==> src/rtl/alarm_pkg.sv <==
// Shared alarm types and BCD limits; counter width grows when ALARM_SNOOZE_EN is defined.
package alarm_pkg;

    typedef enum logic [1:0] {
        DISARMED = 2'd0,
        ARMED    = 2'd1,
        RINGING  = 2'd2,
        SNOOZE   = 2'd3
    } alarm_state_t;

    localparam logic [3:0] UNITS_MAX          = 4'd9;
    localparam logic [2:0] MIN_TENS_MAX       = 3'd5;
    localparam logic [1:0] HOUR_TENS_MAX      = 2'd2;
    localparam logic [3:0] HOUR_UNITS_AT_MAX  = 4'd3;

`ifdef ALARM_SNOOZE_EN
    localparam int CNT_W = 9;
`else
    localparam int CNT_W = 8;
`endif

endpackage

==> src/rtl/alarm_bcd_inc.sv <==
// Combinational HH:MM BCD incrementer with independent minute/hour enables.
// Minutes wrap 59->00 without carrying; hours wrap 23->00.
module alarm_bcd_inc (
    input  logic       inc_min,
    input  logic       inc_hour,
    input  logic [3:0] units_min,
    input  logic [2:0] tens_min,
    input  logic [3:0] units_hour,
    input  logic [1:0] tens_hour,
    output logic [3:0] next_units_min,
    output logic [2:0] next_tens_min,
    output logic [3:0] next_units_hour,
    output logic [1:0] next_tens_hour
);
    import alarm_pkg::*;

    always_comb begin
        next_units_min  = units_min;
        next_tens_min   = tens_min;
        next_units_hour = units_hour;
        next_tens_hour  = tens_hour;

        if (inc_min) begin
            if (units_min == UNITS_MAX) begin
                next_units_min = 4'd0;
                next_tens_min  = (tens_min == MIN_TENS_MAX) ? 3'd0 : tens_min + 3'd1;
            end else begin
                next_units_min = units_min + 4'd1;
            end
        end

        if (inc_hour) begin
            if (tens_hour == HOUR_TENS_MAX && units_hour == HOUR_UNITS_AT_MAX) begin
                next_units_hour = 4'd0;
                next_tens_hour  = 2'd0;
            end else if (units_hour == UNITS_MAX) begin
                next_units_hour = 4'd0;
                next_tens_hour  = tens_hour + 2'd1;
            end else begin
                next_units_hour = units_hour + 4'd1;
            end
        end
    end

endmodule

==> src/rtl/alarm_unit.sv <==
// Alarm compare/ring FSM with BCD alarm-time edit and 2 Hz gated buzzer.
// Optional snooze state compiled in with ALARM_SNOOZE_EN.
module alarm_unit #(
    parameter int unsigned RING_SECONDS   = 60,
    parameter int unsigned SNOOZE_SECONDS = 300
) (
    input  logic       i_Clock,
    input  logic       i_Reset,
    input  logic       i_Enable_1Hz,
    input  logic       i_Clock_2Hz,
    input  logic [3:0] i_Units_Min,
    input  logic [2:0] i_Tens_Min,
    input  logic [3:0] i_Units_Hour,
    input  logic [1:0] i_Tens_Hour,
    input  logic [1:0] i_Edit_Enable,
    input  logic       i_Increment,
    input  logic       i_Arm_Toggle,
    input  logic       i_Stop,
    output logic [3:0] o_Alarm_Units_Min,
    output logic [2:0] o_Alarm_Tens_Min,
    output logic [3:0] o_Alarm_Units_Hour,
    output logic [1:0] o_Alarm_Tens_Hour,
    output logic       o_Armed,
    output logic       o_Ringing,
    output logic       o_Buzzer
);
    import alarm_pkg::*;

    if (RING_SECONDS < 1 || RING_SECONDS > 255 || SNOOZE_SECONDS < 1 || SNOOZE_SECONDS > 511) begin : g_bad_params
        $error("alarm_unit: RING_SECONDS or SNOOZE_SECONDS out of range");
    end

    localparam logic [CNT_W:0] RING_LIM = RING_SECONDS[CNT_W:0];

    alarm_state_t     state, state_next;
    logic [3:0]       a_units_min, a_units_hour, n_units_min, n_units_hour;
    logic [2:0]       a_tens_min, n_tens_min;
    logic [1:0]       a_tens_hour, n_tens_hour;
    logic             match_now, match_r, match_q, trigger;
    logic             tick_run, ring_done;
    logic [CNT_W-1:0] cnt, cnt_next;
    logic [CNT_W:0]   cnt_inc;
    logic             buzzer_q;

    alarm_bcd_inc u_inc (
        .inc_min         (i_Increment & i_Edit_Enable[0]),
        .inc_hour        (i_Increment & i_Edit_Enable[1]),
        .units_min       (a_units_min),
        .tens_min        (a_tens_min),
        .units_hour      (a_units_hour),
        .tens_hour       (a_tens_hour),
        .next_units_min  (n_units_min),
        .next_tens_min   (n_tens_min),
        .next_units_hour (n_units_hour),
        .next_tens_hour  (n_tens_hour)
    );

    assign match_now = (i_Units_Min == a_units_min) && (i_Tens_Min == a_tens_min) &&
                       (i_Units_Hour == a_units_hour) && (i_Tens_Hour == a_tens_hour);
    // Rising edge of the registered match, so an already-matching time never rings on arm.
    assign trigger   = match_r & ~match_q;

    assign tick_run  = i_Enable_1Hz && (state == RINGING || state == SNOOZE);
    assign cnt_inc   = {1'b0, cnt} + (CNT_W + 1)'(1);
    assign ring_done = tick_run && (cnt_inc == RING_LIM);

`ifdef ALARM_SNOOZE_EN
    localparam logic [CNT_W:0] SNOOZE_LIM = SNOOZE_SECONDS[CNT_W:0];
    logic snooze_done;
    assign snooze_done = tick_run && (cnt_inc == SNOOZE_LIM);
`endif

    always_comb begin
        state_next = state;
        case (state)
            DISARMED: begin
                if (i_Arm_Toggle) state_next = ARMED;
            end
            ARMED: begin
                if (i_Arm_Toggle)  state_next = DISARMED;
                else if (trigger)  state_next = RINGING;
            end
            RINGING: begin
                if (i_Arm_Toggle)   state_next = DISARMED;
`ifdef ALARM_SNOOZE_EN
                else if (i_Stop)    state_next = SNOOZE;
`else
                else if (i_Stop)    state_next = ARMED;
`endif
                else if (ring_done) state_next = ARMED;
            end
`ifdef ALARM_SNOOZE_EN
            SNOOZE: begin
                if (i_Arm_Toggle)     state_next = DISARMED;
                else if (i_Stop)      state_next = ARMED;
                else if (snooze_done) state_next = RINGING;
            end
`endif
            default: state_next = DISARMED;
        endcase
    end

    always_comb begin
        cnt_next = cnt;
        if (state_next != state) cnt_next = '0;
        else if (tick_run)       cnt_next = cnt_inc[CNT_W-1:0];
    end

    always_ff @(posedge i_Clock) begin
        if (i_Reset) begin
            state        <= DISARMED;
            cnt          <= '0;
            match_r      <= 1'b0;
            match_q      <= 1'b0;
            buzzer_q     <= 1'b0;
            a_units_min  <= 4'd0;
            a_tens_min   <= 3'd0;
            a_units_hour <= 4'd0;
            a_tens_hour  <= 2'd0;
        end else begin
            state        <= state_next;
            cnt          <= cnt_next;
            match_r      <= match_now;
            match_q      <= match_r;
            buzzer_q     <= (state == RINGING) & i_Clock_2Hz;
            a_units_min  <= n_units_min;
            a_tens_min   <= n_tens_min;
            a_units_hour <= n_units_hour;
            a_tens_hour  <= n_tens_hour;
        end
    end

    assign o_Armed            = (state != DISARMED);
    assign o_Ringing          = (state == RINGING);
    assign o_Buzzer           = buzzer_q;
    assign o_Alarm_Units_Min  = a_units_min;
    assign o_Alarm_Tens_Min   = a_tens_min;
    assign o_Alarm_Units_Hour = a_units_hour;
    assign o_Alarm_Tens_Hour  = a_tens_hour;

endmodule
==> config.mk <==
export PLATFORM = sky130hd
export DESIGN_NAME = alarm_unit
export DESIGN_NICKNAME = d
export VERILOG_FILES = /design/src/rtl/alarm_pkg.sv /design/src/rtl/alarm_bcd_inc.sv /design/src/rtl/alarm_unit.sv
export SDC_FILE = /design/constraint.sdc
export NUM_CORES = 1
export LEC_CHECK = 0
export ABC_AREA = 1
export CORE_MARGIN = 8
export CORE_UTILIZATION = 62
export CTS_BUF_LIST = sky130_fd_sc_hd__clkbuf_8
export CTS_CLUSTER_SIZE = 8
export DETAILED_ROUTE_END_ITERATION = 6
export DONT_BUFFER_PORTS = 1
export PLACE_DENSITY = 0.78
export SLEW_MARGIN = 0
export SYNTH_ARGS = -nofsm -noshare
export SYNTH_HDL_FRONTEND = slang
export SYNTH_HIERARCHICAL = 1
export SYNTH_SLANG_ARGS = --single-unit
==> constraint.sdc <==
create_clock -name i_Clock -period 4.15 [get_ports i_Clock]
set_input_delay 0.2075 -clock i_Clock [delete_from_list [all_inputs] [get_ports i_Clock]]
set_output_delay 0.2075 -clock i_Clock [all_outputs]
set_load 0.005 [all_outputs]
==> reports/summary.txt, run 1 <==
drt first pass iters: 4
die area: 4520 sq um
layout cells sized above 1: 9.41%
DRT antenna net count: 0
area post-placement: 1640 sq um
ANT cells: 0
Layout Utilization: 68.4%
Critical Path RT: 4310 ps
Die Y: 67.2 um
status: complete, no violations
Final Non-Filler Cells: 285
Reg clk slew, reported paths: 80 ps
syn_area_per_cell: 6.37 sq um
Clock Latency Late Sink: 270 ps
DP HPWL: 2.62 mm
CTS Sinks: 26
Pwr Total: 0.426 mW
Routability Congestion: 0.906
DP Cell Count: 281
clock share of power: 32.0%
total negative setup slack: 0 ps
DRC: 0
CP Cell Sequence: ha_1 -> nand3_1 -> o21ai_0 -> nand2_1 -> nor2_1 -> nand3_2 -> nand2_1 -> nand2_1 -> nand2_1 -> a21oi_2 -> nand2_2 -> nor2_1
final period utilization: 45.1%
Seq/Total Area, Yosys: 32.0%
Pins Over Slew Limit: 0
compound-cell area share of the yosys netlist: 10.4%
CTS-repair resized insts: 0
Core Region: 2480 sq um
Switch Pwr: 0.0964 mW
Synth Area in Simple Gates: 37.0%
Synth top area share: 32.0%
VDD IR max: 0.229 mV
Mapped Cells: 255
Synth cell types: 29
DR WL/cell: 11.6 um
syn nets: 280
root buffer cell: clkbuf_8
drt total wl: 3.32 mm
Post-Syn Area: 1630 sq um
port buffer count: 0
final hold vios: 0
Largest delay share family, worst path: simple AND/OR/NAND/NOR gates
CTS Hold Bufs: 1
vias: 1,433
initial antenna violation count: 0
Finish-stage setup viols: 0
Rows: 18
minimum clock period: 1870 ps
first-pass GRT wire length: 5.97 mm
Post-CTS Setup Inserts: 0
nets@finish: 282
RSZ-0062 raised after global routing: no
combinational share of power: 7.6%
Initial Util: 65.6%
crit path max fanout: 8
H-tree levels: 1
GRT overflow: 0
cell taking the most area after synthesis: dfxtp_1
Area Growth Syn to Fin: 4.23%
Post-Synth XOR/XNOR Area: 5.39%
top achievable clock speed: 0.534 GHz
vias per cell: 5.03
design area: 1690 sq um
Worst Hold Class: input port to flip-flop
slowest stage cell, crit path: dfxtp_1
mux cell area share after synthesis: 0.616%
CTS Buf Count: 3
Seq cells post-synth: 26
top cells by area, synth: dfxtp_1, nand2_1, nor2_1, inv_1, xor2_1
CTS tree: yes
CP Class: flip-flop to flip-flop
endpoint class of the critical path: flip-flop
largest net degree at the start of global routing: 18
Setup crit start kind: flip-flop
Clock Path Buffers: 2
Clock Skew: 5.28 ps
most frequent CP cell: nand2_1
PnR worst setup slack: 2280 ps
DP Worst Slack: 2320 ps
vias in the first global route: 1,371
Slew @ Worst Pin: 652 ps
Buffers & Inverters on Critical Path: 0
largest family of logic cells by synthesized area: simple AND/OR/NAND/NOR gates
Static Leak: 0.748 nW
Total GRT Usage: 16.7%
Max stage delay on crit path: 440 ps
Initial DRC Count: 91
Worst EP arrival: 2030 ps
Hold Slack: 54.5 ps
Synthesis Warnings: 6
# IOs: 38
Synth Area in Adders: 2.31%
die width: 67.2 um
max_cap viols: 0
Max transition margin: 56.4%
Sequential Power Share: 60.4%
cell-internal power: 0.330 mW
sw frac: 22.6%
PwrDens: 252 nW/um^2
==> synthesized netlist by cell type (all sizes together) <==
cell type,count
o22ai,2
or2,1
a31oi,2
xnor2,3
o21bai,1
a21oi,11
nand4,6
xor2,7
a211oi,3
a21boi,1
inv,48
ha,3
o21ai,8
nand3,10
buf,3
nand2,57
nor2,58
mux2i,1
dfxtp,26
nor3,3
clkbuf,1
==> cells in the final DEF, fill, tap and decap left out, drive strengths merged, types with 2 or more instances in the layout <==
master / n
a211oi: 3
a21oi: 11
a31oi: 2
clkbuf: 3
dfxtp: 26
ha: 3
inv: 48
nand2: 57
nand3: 10
nand4: 6
nor2: 58
nor3: 3
o21ai: 8
o22ai: 2
xnor2: 3
xor2: 7
==> sequential cells by signal, indices dropped and copies added, names as in the netlist, 2 cells and up <==
name / count
cnt: 8
o_Alarm_Tens_Hour: 2
o_Alarm_Tens_Min: 3
o_Alarm_Units_Hour: 4
o_Alarm_Units_Min: 4
state: 2
==> power by group through the flow <==
stage	sequential (mW)	clock [mW]	combinational, mW
after floorplan	0.262	0	0.0276
after global placement	0.263	0	0.0291
after CTS	0.258	0.143	0.0329
after global routing	0.259	0.155	0.0378
after detailed placement	0.264	0	0.0293
final	0.258	0.136	0.0325
==> per-layer routing <==
| layer | up-vias | global-route usage [%] | part of all wire (%) |
|---|---|---|---|
| li1 | 785 | - | - |
| met1 | 608 | 20.5 | 45 |
| met2 | 35 | 25.7 | 44 |
| met3 | 5 | 5.79 | 8.2 |
| met4 | 0 | 8.09 | 2.0 |
| met5 | - | 0 | 0 |
==> final timing paths <==
kind	cells past startpoint	slack (ps)	startpoint	endpoint
worst max-delay path	12	2280	cnt[0]	cnt[3]
worst min-delay path	2	50	i_Clock_2Hz	o_Buzzer
worst max register to register	12	2280	cnt[0]	cnt[3]
worst min register to register	2	450	match_r	match_q
==> cells by family after synthesis <==
family | Yosys count
flip-flops | 26
AND/OR/NAND/NOR | 135
buffers and inverters | 52
multiplexers | 1
adder cells (fa/ha/maj) | 3
AO/OA/AOI/OAI | 28
XOR/XNOR | 10
==> area by class of cell <==
| class | instances | area (sq um) |
|---|---|---|
| Multi-Input combinational cell | 177 | 905 |
| Fill cell | 252 | 783 |
| Sequential cell | 26 | 520 |
| Inverter | 48 | 180 |
| Clock buffer | 3 | 41.3 |
| Tap cell | 30 | 37.5 |
| Timing Repair Buffer | 1 | 10.0 |
(Power assumes the default switching activity.)
==> run 2, diff against run 1 <==
--- a/config.mk
+++ b/config.mk
@@ -7,7 +7,7 @@
 export LEC_CHECK = 0
 export ABC_AREA = 1
 export CORE_MARGIN = 8
-export CORE_UTILIZATION = 62
+export CORE_UTILIZATION = 59
 export CTS_BUF_LIST = sky130_fd_sc_hd__clkbuf_8
 export CTS_CLUSTER_SIZE = 8
 export DETAILED_ROUTE_END_ITERATION = 6
==> constraint.sdc (replaced) <==
create_clock -name i_Clock -period 1.57 [get_ports i_Clock]
set_input_delay 0.0785 -clock i_Clock [delete_from_list [all_inputs] [get_ports i_Clock]]
set_output_delay 0.0785 -clock i_Clock [all_outputs]
set_load 0.005 [all_outputs]
==> run 2 against run 1 <==
Compared with the run above: the run now ends with setup timing left; count of clock-buffer cells in the layout unchanged; cell count increased by 8.1%; sequential power increased to 2.6 times the previous value; wire length increased by 22%; hold slack got worse by 50 ps; critical endpoint unchanged.
==> reports/summary.txt, run 2 (same netlist as run 1, synthesis figures left out) <==
status: finished with violations
failing checks: setup timing
endpoint class of the critical path: flip-flop
area post-placement: 1730 sq um (+5.4%)
worst hold path stage count: 3 (+1)
nets@finish: 303 (+7.4%)
initial antenna violation count: 0 (unchanged)
largest net degree at the start of global routing: 19 (+1)
die area: 4690 sq um (+3.9%)
final period utilization: 110% (+65 points)
Initial DRC Count: 64 (-30%)
Area Growth Syn to Fin: 22.7%
vias in the first global route: 1,496 (+9.1%)
hold endpoint: match_r
crit path max fanout: 8 (unchanged)
CTS Buf Count: 3 (unchanged)
Layout Utilization: 74.2% (+5.9 points)
vias per cell: 5.19 (+3.1%)
Routability Congestion: 0.954 (+5.3%)
RR Endpoint: cnt[3]
# IOs: 38 (unchanged)
Core Region: 2690 sq um (+8.4%)
Setup crit start kind: flip-flop
drt total wl: 4.06 mm (+22%)
DRC: 0 (unchanged)
top achievable clock speed: 0.579 GHz (+8.4%)
Worst Hold Class: input port to flip-flop
Static Leak: 0.875 nW (+17%)
CTS Sinks: 26 (unchanged)
Pins Over Slew Limit: 0 (unchanged)
Finish-stage setup viols: 9 (+9)
first-pass GRT wire length: 6.56 mm (+9.9%)
ANT cells: 0 (unchanged)
DR WL/cell: 13.2 um (+13%)
HP Start: i_Units_Hour[2]
DP HPWL: 2.77 mm (+5.5%)
layout cells sized above 1: 24.5% (+15 points)
drt first pass iters: 4 (unchanged)
RSZ-0062 raised after global routing: yes
root buffer cell: clkbuf_8
vias: 1,597 (+11%)
Clock Path Buffers: 2 (unchanged)
max_cap viols: 0 (unchanged)
GRT overflow: 0 (unchanged)
CP Class: flip-flop to flip-flop
Worst Reg-to-Reg Cells: 13 (+1)
final hold vios: 0 (unchanged)
H-tree levels: 1 (unchanged)
VDD IR max: 0.453 mV (+98%)
Total GRT Usage: 18.0% (+1.3 points)
commonest non-fill, non-tap cell in the layout: inv_1
Clock Latency Late Sink: 270 ps (about the same)
design area: 1990 sq um (+18%)
Die Y: 68.5 um (+1.9%)
PwrDens: 668 nW/um^2 (+170%)
register-to-register setup slack: -160 ps (-2440 ps)
Clock Skew: 3.44 ps (-1.83 ps)
Slew @ Worst Pin: 674 ps (+22.1 ps)
die width: 68.5 um (+1.9%)
Reg clk slew, reported paths: 90 ps (about the same)
max reg flops: 8 (unchanged)
port buffer count: 0 (unchanged)
CTS tree: yes
Rows: 19 (+1)
DRT antenna net count: 0 (unchanged)
Max transition margin: 54.9% (-1.5 points)
Worst EP arrival: 1890 ps (-140 ps)
PnR worst setup slack: -157 ps (-2440 ps)
minimum clock period: 1730 ps (-144 ps)
largest reg by FF count: cnt
commonest non-fill, non-tap cells in the layout: inv_1, nand2_1, nor2_1, dfxtp_1, buf_4
launch point of the worst reg-to-reg path: cnt[0]
Initial Util: 60.5% (-5.1 points)
Critical Path RT: 1730 ps (-2580 ps)
## run 2: cell types whose count changed in the layout (fill, tap and decap cells not counted), moves of 3 or more
cell / delta
buf_4: +17
nor2_1: -8
nand2_1: -7
nand2_2: +6
nor2_2: +6
buf_6: +3
dfxtp_1: -3
nand3_1: -3
nand3_2: +3
## run 2: how the worst max path moves through the flow
stage                 from      to  cells past startpoint
floorplan           cnt[0]  cnt[1]                     14
global placement    cnt[1]  cnt[3]                     14
detailed placement  cnt[1]  cnt[6]                     14
CTS                 cnt[0]  cnt[6]                     14
global route        cnt[0]  cnt[2]                     14
finish              cnt[0]  cnt[3]                     13
## run 2: timing repair
item,CTS,global route
gates resized for setup,8,23
hold endpoints to repair,18,0
hold buffers,2,0
pin swaps,17,12
setup endpoints to repair,8,10
buffers inserted,7,2
## run 2: through the flow
step / TNS (ps) / total power, mW / setup WS [ps] / cells / hold slack [ps]
detailed placement: -1030 / 0.778 / -137 / 293 / 155
global route: -2310 / 1.38 / -258 / 308 / 25.4
finish: -1310 / 1.33 / -157 / 308 / 4.24
floorplan: 0 / 0.766 / 15.1 / 255 / 199
CTS: -661 / 1.33 / -90.2 / 306 / 3.53
global placement: -590 / 0.776 / -77.3 / 293 / 152
## run 2: worst max-delay path: stages, from the launching register on
cell and delay, ps:
dfxtp_4 370, ha_4 160, buf_6 110, nand4_1 110, nand2_2 120, nand2_2 60, nor2_2 90, nand3_2 80
nand2_1 60, nand2_1 70, nand2_2 100, a21oi_4 70, nand2_4 150, nor2_1 50
## run 2: routing by layer
| metal | GRT usage, % | wire [um] |
|---|---|---|
| met5 | 0 | 0 |
| met4 | 8.18 | 141 |
| met1 | 21.7 | 1700 |
| met2 | 29.8 | 2060 |
| met3 | 3.93 | 166 |
## run 2: power breakdown
part / internal, mW / switching (mW)
Clock: 0.341 / 0.212
Sequential: 0.665 / 0.0126
Combinational: 0.0395 / 0.0624
Total: 1.05 / 0.287
## run 2: layout make-up
cell class,instances,area (sq um)
clock buffers,3,41.3
clock inverters,1,30.0
fillers,214,692
inverters,48,180
multi-input cells,177,996
flip-flops and latches,26,527
well taps,31,38.8
repair buffers,22,181
